### config.mk
export PLATFORM = sky130hd
export DESIGN_NAME = mem_access_unit
export DESIGN_NICKNAME = d
export VERILOG_FILES = /design/src/rtl/mem_access_unit.sv
export SDC_FILE = /design/constraint.sdc
export NUM_CORES = 1
export LEC_CHECK = 0
export BUFFER_PORTS_ARGS = -buffer_cell sky130_fd_sc_hd__buf_4
export CAP_MARGIN = 20
export CORE_ASPECT_RATIO = 0.5
export CORE_UTILIZATION = 30
export DETAILED_ROUTE_END_ITERATION = 7
export SETUP_SLACK_MARGIN = 0.4
export SKIP_CTS_REPAIR_TIMING = 1
export SLEW_MARGIN = 20
export SYNTH_ARGS = -nofsm -noshare
export SYNTH_HDL_FRONTEND = slang
export SYNTH_SLANG_ARGS = --single-unit
### constraint.sdc
create_clock -name clk -period 10.2 [get_ports clk]
set_input_delay 1.53 -clock clk [delete_from_list [all_inputs] [get_ports clk]]
set_output_delay 1.53 -clock clk [all_outputs]
set_load 0.05 [all_outputs]
### src/rtl/mem_access_unit.sv
// Multi-cycle MEM stage: drives a req/gnt/rvalid data bus, splits misaligned
// accesses into two beats and returns the aligned, extended load result.
module mem_access_unit #(
    parameter int DATA_W         = 32,
    parameter int ADDR_W         = 32,
    parameter bit LANE_SWAP      = 1'b1,
    parameter bit MISALIGN_SPLIT = 1'b1
) (
    input  logic              clk,
    input  logic              rst,
    input  logic              ex_valid_i,
    input  logic              is_load_i,
    input  logic              is_store_i,
    input  logic [1:0]        size_i,
    input  logic              unsigned_i,
    input  logic [ADDR_W-1:0] addr_i,
    input  logic [DATA_W-1:0] reg2_i,
    input  logic [4:0]        wd_i,
    input  logic              wreg_i,
    input  logic [DATA_W-1:0] wdata_i,
    output logic [4:0]        wd_o,
    output logic              wreg_o,
    output logic [DATA_W-1:0] wdata_o,
    output logic              stall_req_o,
    output logic              err_o,
    output logic              bus_req_o,
    output logic              bus_we_o,
    output logic [ADDR_W-1:0] bus_addr_o,
    output logic [DATA_W/8-1:0] bus_sel_o,
    output logic [DATA_W-1:0] bus_wdata_o,
    input  logic              bus_gnt_i,
    input  logic              bus_rvalid_i,
    input  logic [DATA_W-1:0] bus_rdata_i,
    input  logic              bus_err_i
);
    localparam int NB = DATA_W / 8;
    localparam int OW = $clog2(NB);

    typedef enum logic [2:0] {IDLE, REQ1, RSP1, REQ2, RSP2, DONE} state_e;

    state_e            state_q;
    logic [OW-1:0]     off_q;
    logic [1:0]        size_q;
    logic              uns_q, load_q, wreg_q, split_q, err_q;
    logic [4:0]        wd_q;
    logic [ADDR_W-1:0] addr2_q, baddr_q;
    logic [NB-1:0]     sel2_q, sel_q;
    logic [DATA_W-1:0] wdat2_q, rbuf_q, bwdata_q;
    logic              req_q, we_q;

    logic              mem_op, split_d, bad_d;
    logic [OW-1:0]     off_d;
    int                nbytes_d, p, nbq, nbits;
    logic [ADDR_W-1:0] base_d;
    logic [NB-1:0]     sel1_d, sel2_d;
    logic [DATA_W-1:0] wd1_d, wd2_d, ext;

    function automatic int lane(input int k);
        return LANE_SWAP ? NB - 1 - k : k;
    endfunction

    // Issue-time decode: both beats are laid out while the op sits in EX/MEM
    always_comb begin
        mem_op   = ex_valid_i & (is_load_i | is_store_i);
        off_d    = addr_i[OW-1:0];
        nbytes_d = 1 << size_i;
        split_d  = (int'(off_d) + nbytes_d) > NB;
        bad_d    = (nbytes_d > NB) | (split_d & !MISALIGN_SPLIT);
        base_d   = addr_i & ~ADDR_W'(NB - 1);
        sel1_d   = '0;
        sel2_d   = '0;
        wd1_d    = '0;
        wd2_d    = '0;
        p        = 0;
        for (int i = 0; i < NB; i++) begin
            if (i < nbytes_d) begin
                p = int'(off_d) + i;
                if (p < NB) begin
                    sel1_d[lane(p)] = 1'b1;
                    wd1_d[8*lane(p) +: 8] = is_load_i ? 8'h00 : reg2_i[8*i +: 8];
                end else begin
                    sel2_d[lane(p-NB)] = 1'b1;
                    wd2_d[8*lane(p-NB) +: 8] = is_load_i ? 8'h00 : reg2_i[8*i +: 8];
                end
            end
        end
    end

    always_comb begin
        nbq   = 1 << size_q;
        nbits = 8 * nbq;
        ext   = rbuf_q;
        for (int i = 0; i < DATA_W; i++) begin
            if (i >= nbits) ext[i] = uns_q ? 1'b0 : rbuf_q[nbits-1];
        end
    end

    always_ff @(posedge clk or negedge rst) begin
        if (!rst) begin
            state_q  <= IDLE;
            off_q    <= '0;
            size_q   <= '0;
            uns_q    <= 1'b0;
            load_q   <= 1'b0;
            wreg_q   <= 1'b0;
            split_q  <= 1'b0;
            err_q    <= 1'b0;
            wd_q     <= '0;
            addr2_q  <= '0;
            sel2_q   <= '0;
            wdat2_q  <= '0;
            rbuf_q   <= '0;
            req_q    <= 1'b0;
            we_q     <= 1'b0;
            baddr_q  <= '0;
            sel_q    <= '0;
            bwdata_q <= '0;
        end else begin
            err_q <= 1'b0;
            unique case (state_q)
                IDLE: if (mem_op) begin
                    off_q   <= off_d;
                    size_q  <= size_i;
                    uns_q   <= unsigned_i;
                    load_q  <= is_load_i;
                    wd_q    <= wd_i;
                    wreg_q  <= wreg_i;
                    split_q <= split_d;
                    addr2_q <= base_d + ADDR_W'(NB);
                    sel2_q  <= sel2_d;
                    wdat2_q <= wd2_d;
                    rbuf_q  <= '0;
                    if (bad_d) begin
                        state_q <= DONE;
                        err_q   <= 1'b1;
                    end else begin
                        state_q  <= REQ1;
                        req_q    <= 1'b1;
                        we_q     <= !is_load_i;
                        baddr_q  <= base_d;
                        sel_q    <= sel1_d;
                        bwdata_q <= wd1_d;
                    end
                end
                REQ1, REQ2: if (bus_gnt_i) begin
                    req_q    <= 1'b0;
                    we_q     <= 1'b0;
                    sel_q    <= '0;
                    bwdata_q <= '0;
                    state_q  <= (state_q == REQ1) ? RSP1 : RSP2;
                end
                RSP1: if (bus_rvalid_i) begin
                    for (int o = 0; o < NB; o++) begin
                        if (o >= int'(off_q) && o < int'(off_q) + nbq)
                            rbuf_q[8*(o-int'(off_q)) +: 8] <= bus_rdata_i[8*lane(o) +: 8];
                    end
                    if (bus_err_i) begin
                        err_q   <= 1'b1;
                        state_q <= DONE;
                    end else if (split_q) begin
                        state_q  <= REQ2;
                        req_q    <= 1'b1;
                        we_q     <= !load_q;
                        baddr_q  <= addr2_q;
                        sel_q    <= sel2_q;
                        bwdata_q <= wdat2_q;
                    end else begin
                        state_q <= DONE;
                    end
                end
                RSP2: if (bus_rvalid_i) begin
                    // Beat 2 bytes continue the result after the NB-off bytes of beat 1
                    for (int o = 0; o < NB; o++) begin
                        if (o < int'(off_q) + nbq - NB)
                            rbuf_q[8*(NB-int'(off_q)+o) +: 8] <= bus_rdata_i[8*lane(o) +: 8];
                    end
                    err_q   <= bus_err_i;
                    state_q <= DONE;
                end
                DONE:    state_q <= IDLE;
                default: state_q <= IDLE;
            endcase
        end
    end

    always_comb begin
        wd_o        = '0;
        wreg_o      = 1'b0;
        wdata_o     = '0;
        stall_req_o = 1'b0;
        unique case (state_q)
            IDLE: if (ex_valid_i) begin
                wd_o        = wd_i;
                wdata_o     = wdata_i;
                wreg_o      = wreg_i & !(is_load_i | is_store_i);
                stall_req_o = is_load_i | is_store_i;
            end
            DONE: begin
                wd_o    = wd_q;
                wdata_o = ext;
                wreg_o  = wreg_q & load_q & !err_q;
            end
            default: begin
                wd_o        = wd_q;
                stall_req_o = 1'b1;
            end
        endcase
    end

    assign err_o       = err_q;
    assign bus_req_o   = req_q;
    assign bus_we_o    = we_q;
    assign bus_addr_o  = baddr_q;
    assign bus_sel_o   = sel_q;
    assign bus_wdata_o = bwdata_q;
endmodule

==> run metrics <==
cell repeated most along the worst path=sky130_fd_sc_hd__buf_4; clock skew after layout=0.02154 ns; count of flip-flops with a built-in enable after synthesis=0; most frequent cells after synthesis=sky130_fd_sc_hd__nand2_1, sky130_fd_sc_hd__o21ai_0, sky130_fd_sc_hd__dfrtp_1, sky130_fd_sc_hd__a21oi_1, sky130_fd_sc_hd__nor2_1; proportion of register bits with asynchronous set or reset after synthesis=1.000; CTS buffer count=17; overall die height=154.2 µm; vias per std cell=5.885; Hold Path Cell Cnt=2; slew at the pin closest to its max-slew limit=1.194 ns; data arrival time at the worst-slack endpoint=3.44 ns; FF-to-FF setup slack=5.52 ns; critical path's top delay family=simple AND/OR/NAND/NOR gates; RePlAce Congestion=1.028; final count of hold timing violations=0; Max Fclk=201.2 MHz; required time of the worst setup path=8.67 ns; total global-route track usage=0.2483; post-layout minimum cycle time=4.971 ns; depth of the CTS H-tree=4; count of unresolved DRC violations after routing=0; post-synthesis mux area share=0.04959; Critical Path Slowest Stage Cell=sky130_fd_sc_hd__nor2_2; vias in the first global route=14.36k; row count=55; VDD IR-drop max=0.0001365 V; number of iterations in the first detailed-routing pass=5; clock root buffer=sky130_fd_sc_hd__clkbuf_16; power per standard cell area=294.7 nW/µm²; total standard cell area after synthesis=13900 µm²; worst reg2reg path depth=11; synth-to-layout area growth=21.44%; clock slew seen by the registers of the worst setup and hold paths=0.09 ns; count of input and output buffers=252; hold crit path type=reg2reg; number of distinct standard cells referenced by the synthesized netlist=94; global-route wire length before repair=90.66 mm; worst-path maximum fanout=40; xor-xnor portion of the synthesized cell area=0.01953; most frequently used flop master after synthesis=sky130_fd_sc_hd__dfrtp_1; total congestion overflow after global routing=0; outcome=completed; fraction of final layout cells sized beyond drive strength 1=0.1827; worst hold path endpoint=addr2_q[27]; crit end category=output pin; initial cell density of the core=0.3061; most frequent cell after synthesis=sky130_fd_sc_hd__nand2_1; synthesis warning total=0; delay of the slowest critical-path stage=0.58 ns; DRT antenna net count=0; category of the most critical setup path=reg2out; number of antenna violations at the first check in global routing=2; worst min-delay path startpoint=addr2_q[27]; number of clock sinks=183; share of the synthesized area in compound gates (AO/OA/AOI/OAI)=0.2854; TritonCTS clock tree=yes; Finished Layout Cells=2580; RR Endpoint=rbuf_q[7]; die span in x=306.4 µm; largest net degree at the start of global routing=89; I/O pin count=255; Cell Chain, Critical Path=buf_4 -> or2_2 -> ha_1 -> mux4_2 -> nand2b_1 -> nor2_2 -> a21oi_1 -> o21ai_0 -> buf_4; static leakage=6.935 nW; Max-cap violations=0; launch instance of the worst register-to-register path=off_q[0]; Setup Viol. Count Final=0; die footprint=47260 µm²; fraction of the cycle the final worst path needs=0.4873; DRC violation total after the first TritonRoute iteration=1720; instance count of the mapped netlist=1802; fraction of the mapped netlist area in adder cells=0.02988; CTS max path bufs=2; top-area cell type share of the netlist area=0.3294; buffers plus inverters on the worst setup path=2; Post-Synth Simple-Gate Area=0.2395; relative slew slack=0.2026; kind of start point of the critical path=register; layout net count=2145; sequential share of the synthesized area=0.3294; insertion delay of the later-clocked pin in the worst-skew pair=0.48 ns; Placed Cells incl. Taps=2546; Mapped Avg Cell Area=7.715 µm²; dominant combinational cell family by area after synthesis=compound AO/OA/AOI/OAI gates; #FFs+latches synth=183; total number of vias=15.18k; library cell occupying the most area in the post-synthesis netlist=sky130_fd_sc_hd__dfrtp_1; final HPWL from detailed placement=43.66 mm; average wire length per cell after detail routing=23.29 µm; total negative slack for setup checks=0 ns; core region area=45420 µm²; final routed wirelength across all metal layers=60.08 mm; pins over their slew limit=0; synth top area cells=sky130_fd_sc_hd__dfrtp_1, sky130_fd_sc_hd__nand2_1, sky130_fd_sc_hd__o21ai_0; setup repair after global routing missed its margin=false
==> worst reg2reg max path: cells and delay by family, from the launching register on <==
family | cells | cell delay (ns)
and+or+nand+nor | 5 | 2.06
DFF | 1 | 0.49
buffers and inverters | 2 | 0.65
AOI/OAI and AO/OA | 2 | 0.43
adders and majority gates | 2 | 0.99
==> routing by layer <==
layer	track usage	wire length [µm]	up-vias
met5	0	0	-
met4	0.09071	2133	0
met3	0.05111	5228	160
met2	0.3896	26780	747
met1	0.3372	25930	7320
li1	-	-	6956
==> where the power goes <==
part,internal (mW),switching (mW),total (mW),leakage [nW]
registers,0.968,0.218,1.19,2.38
logic,0.891,2.14,3.03,4.24
clock network,0.348,0.407,0.754,0.310
==> how the worst max path moves through the flow <==
stage / startpoint / to / cells after the start
global route: size_q[1] / wdata_o[21] / 9
detailed placement: size_q[1] / wdata_o[21] / 9
floorplan: size_q[1] / wdata_o[10] / 9
global placement: size_q[1] / wdata_o[19] / 9
finish: size_q[1] / wdata_o[21] / 9
CTS: size_q[1] / wdata_o[21] / 9
==> cell families (layout without fill, tap and decap cells) <==
family | count (synthesis) | after routing
adders and majority gates | 32 | 32
AOI/OAI and AO/OA | 619 | 619
and+or+nand+nor | 712 | 712
muxes | 65 | 65
buffers and inverters | 158 | 336
other | 2 | 4
DFF | 183 | 183
xor gates and xnor gates | 31 | 31
==> sequential cells by signal, indices dropped and copies added (netlist names), 2 cells and up <==
register and flops:
wd_q 5, size_q 2, state_q 3, off_q 2, bus_addr_o 30, sel2_q 4
addr2_q 30, rbuf_q 32, wdat2_q 32, bus_sel_o 4, bus_wdata_o 32
==> cells in the final DEF, fill, tap and decap left out, types with 25 or more instances in the layout <==
cell type,count
sky130_fd_sc_hd__ha_1,30
sky130_fd_sc_hd__dfrtp_1,183
sky130_fd_sc_hd__o21ai_0,188
sky130_fd_sc_hd__mux2i_1,43
sky130_fd_sc_hd__a22oi_1,53
sky130_fd_sc_hd__o21ai_1,34
sky130_fd_sc_hd__a221oi_1,25
sky130_fd_sc_hd__nor2_1,101
sky130_fd_sc_hd__nor3_1,25
sky130_fd_sc_hd__a21oi_1,137
sky130_fd_sc_hd__nand3_1,90
sky130_fd_sc_hd__inv_1,27
sky130_fd_sc_hd__nand4_1,37
sky130_fd_sc_hd__nand2_1,323
sky130_fd_sc_hd__buf_4,270
==> area by class of cell <==
| type | instances | area [µm²] |
|---|---|---|
| diodes | 1 | 2.502 |
| clock buffers | 17 | 425.4 |
| clock inverters | 15 | 220.2 |
| fillers | 4804 | 28540 |
| inverters | 32 | 120.1 |
| multi-input cells | 1462 | 8718 |
| flip-flops and latches | 183 | 4579 |
| well taps | 598 | 748.2 |
| repair buffers | 272 | 2068 |
==> through the flow <==
stage / total power, mW / worst slack [ns] / utilization / hold slack [ns] / cell area (µm²)
2_1_floorplan: 3.194 / 5.467 / - / 0.4422 / 13910
5_1_grt: 5.250 / 4.992 / 0.3717 / 0.5027 / 16880
3_5_place_dp: 4.175 / 5.400 / 0.3566 / 0.4683 / 16200
3_3_place_gp: 4.167 / 5.455 / 0.3566 / 0.4612 / 16200
4_1_cts: 4.935 / 4.868 / 0.3708 / 0.4892 / 16840
6_report: 4.976 / 5.229 / 0.3717 / 0.4818 / 16880
Power figures use the tool's default switching activity.
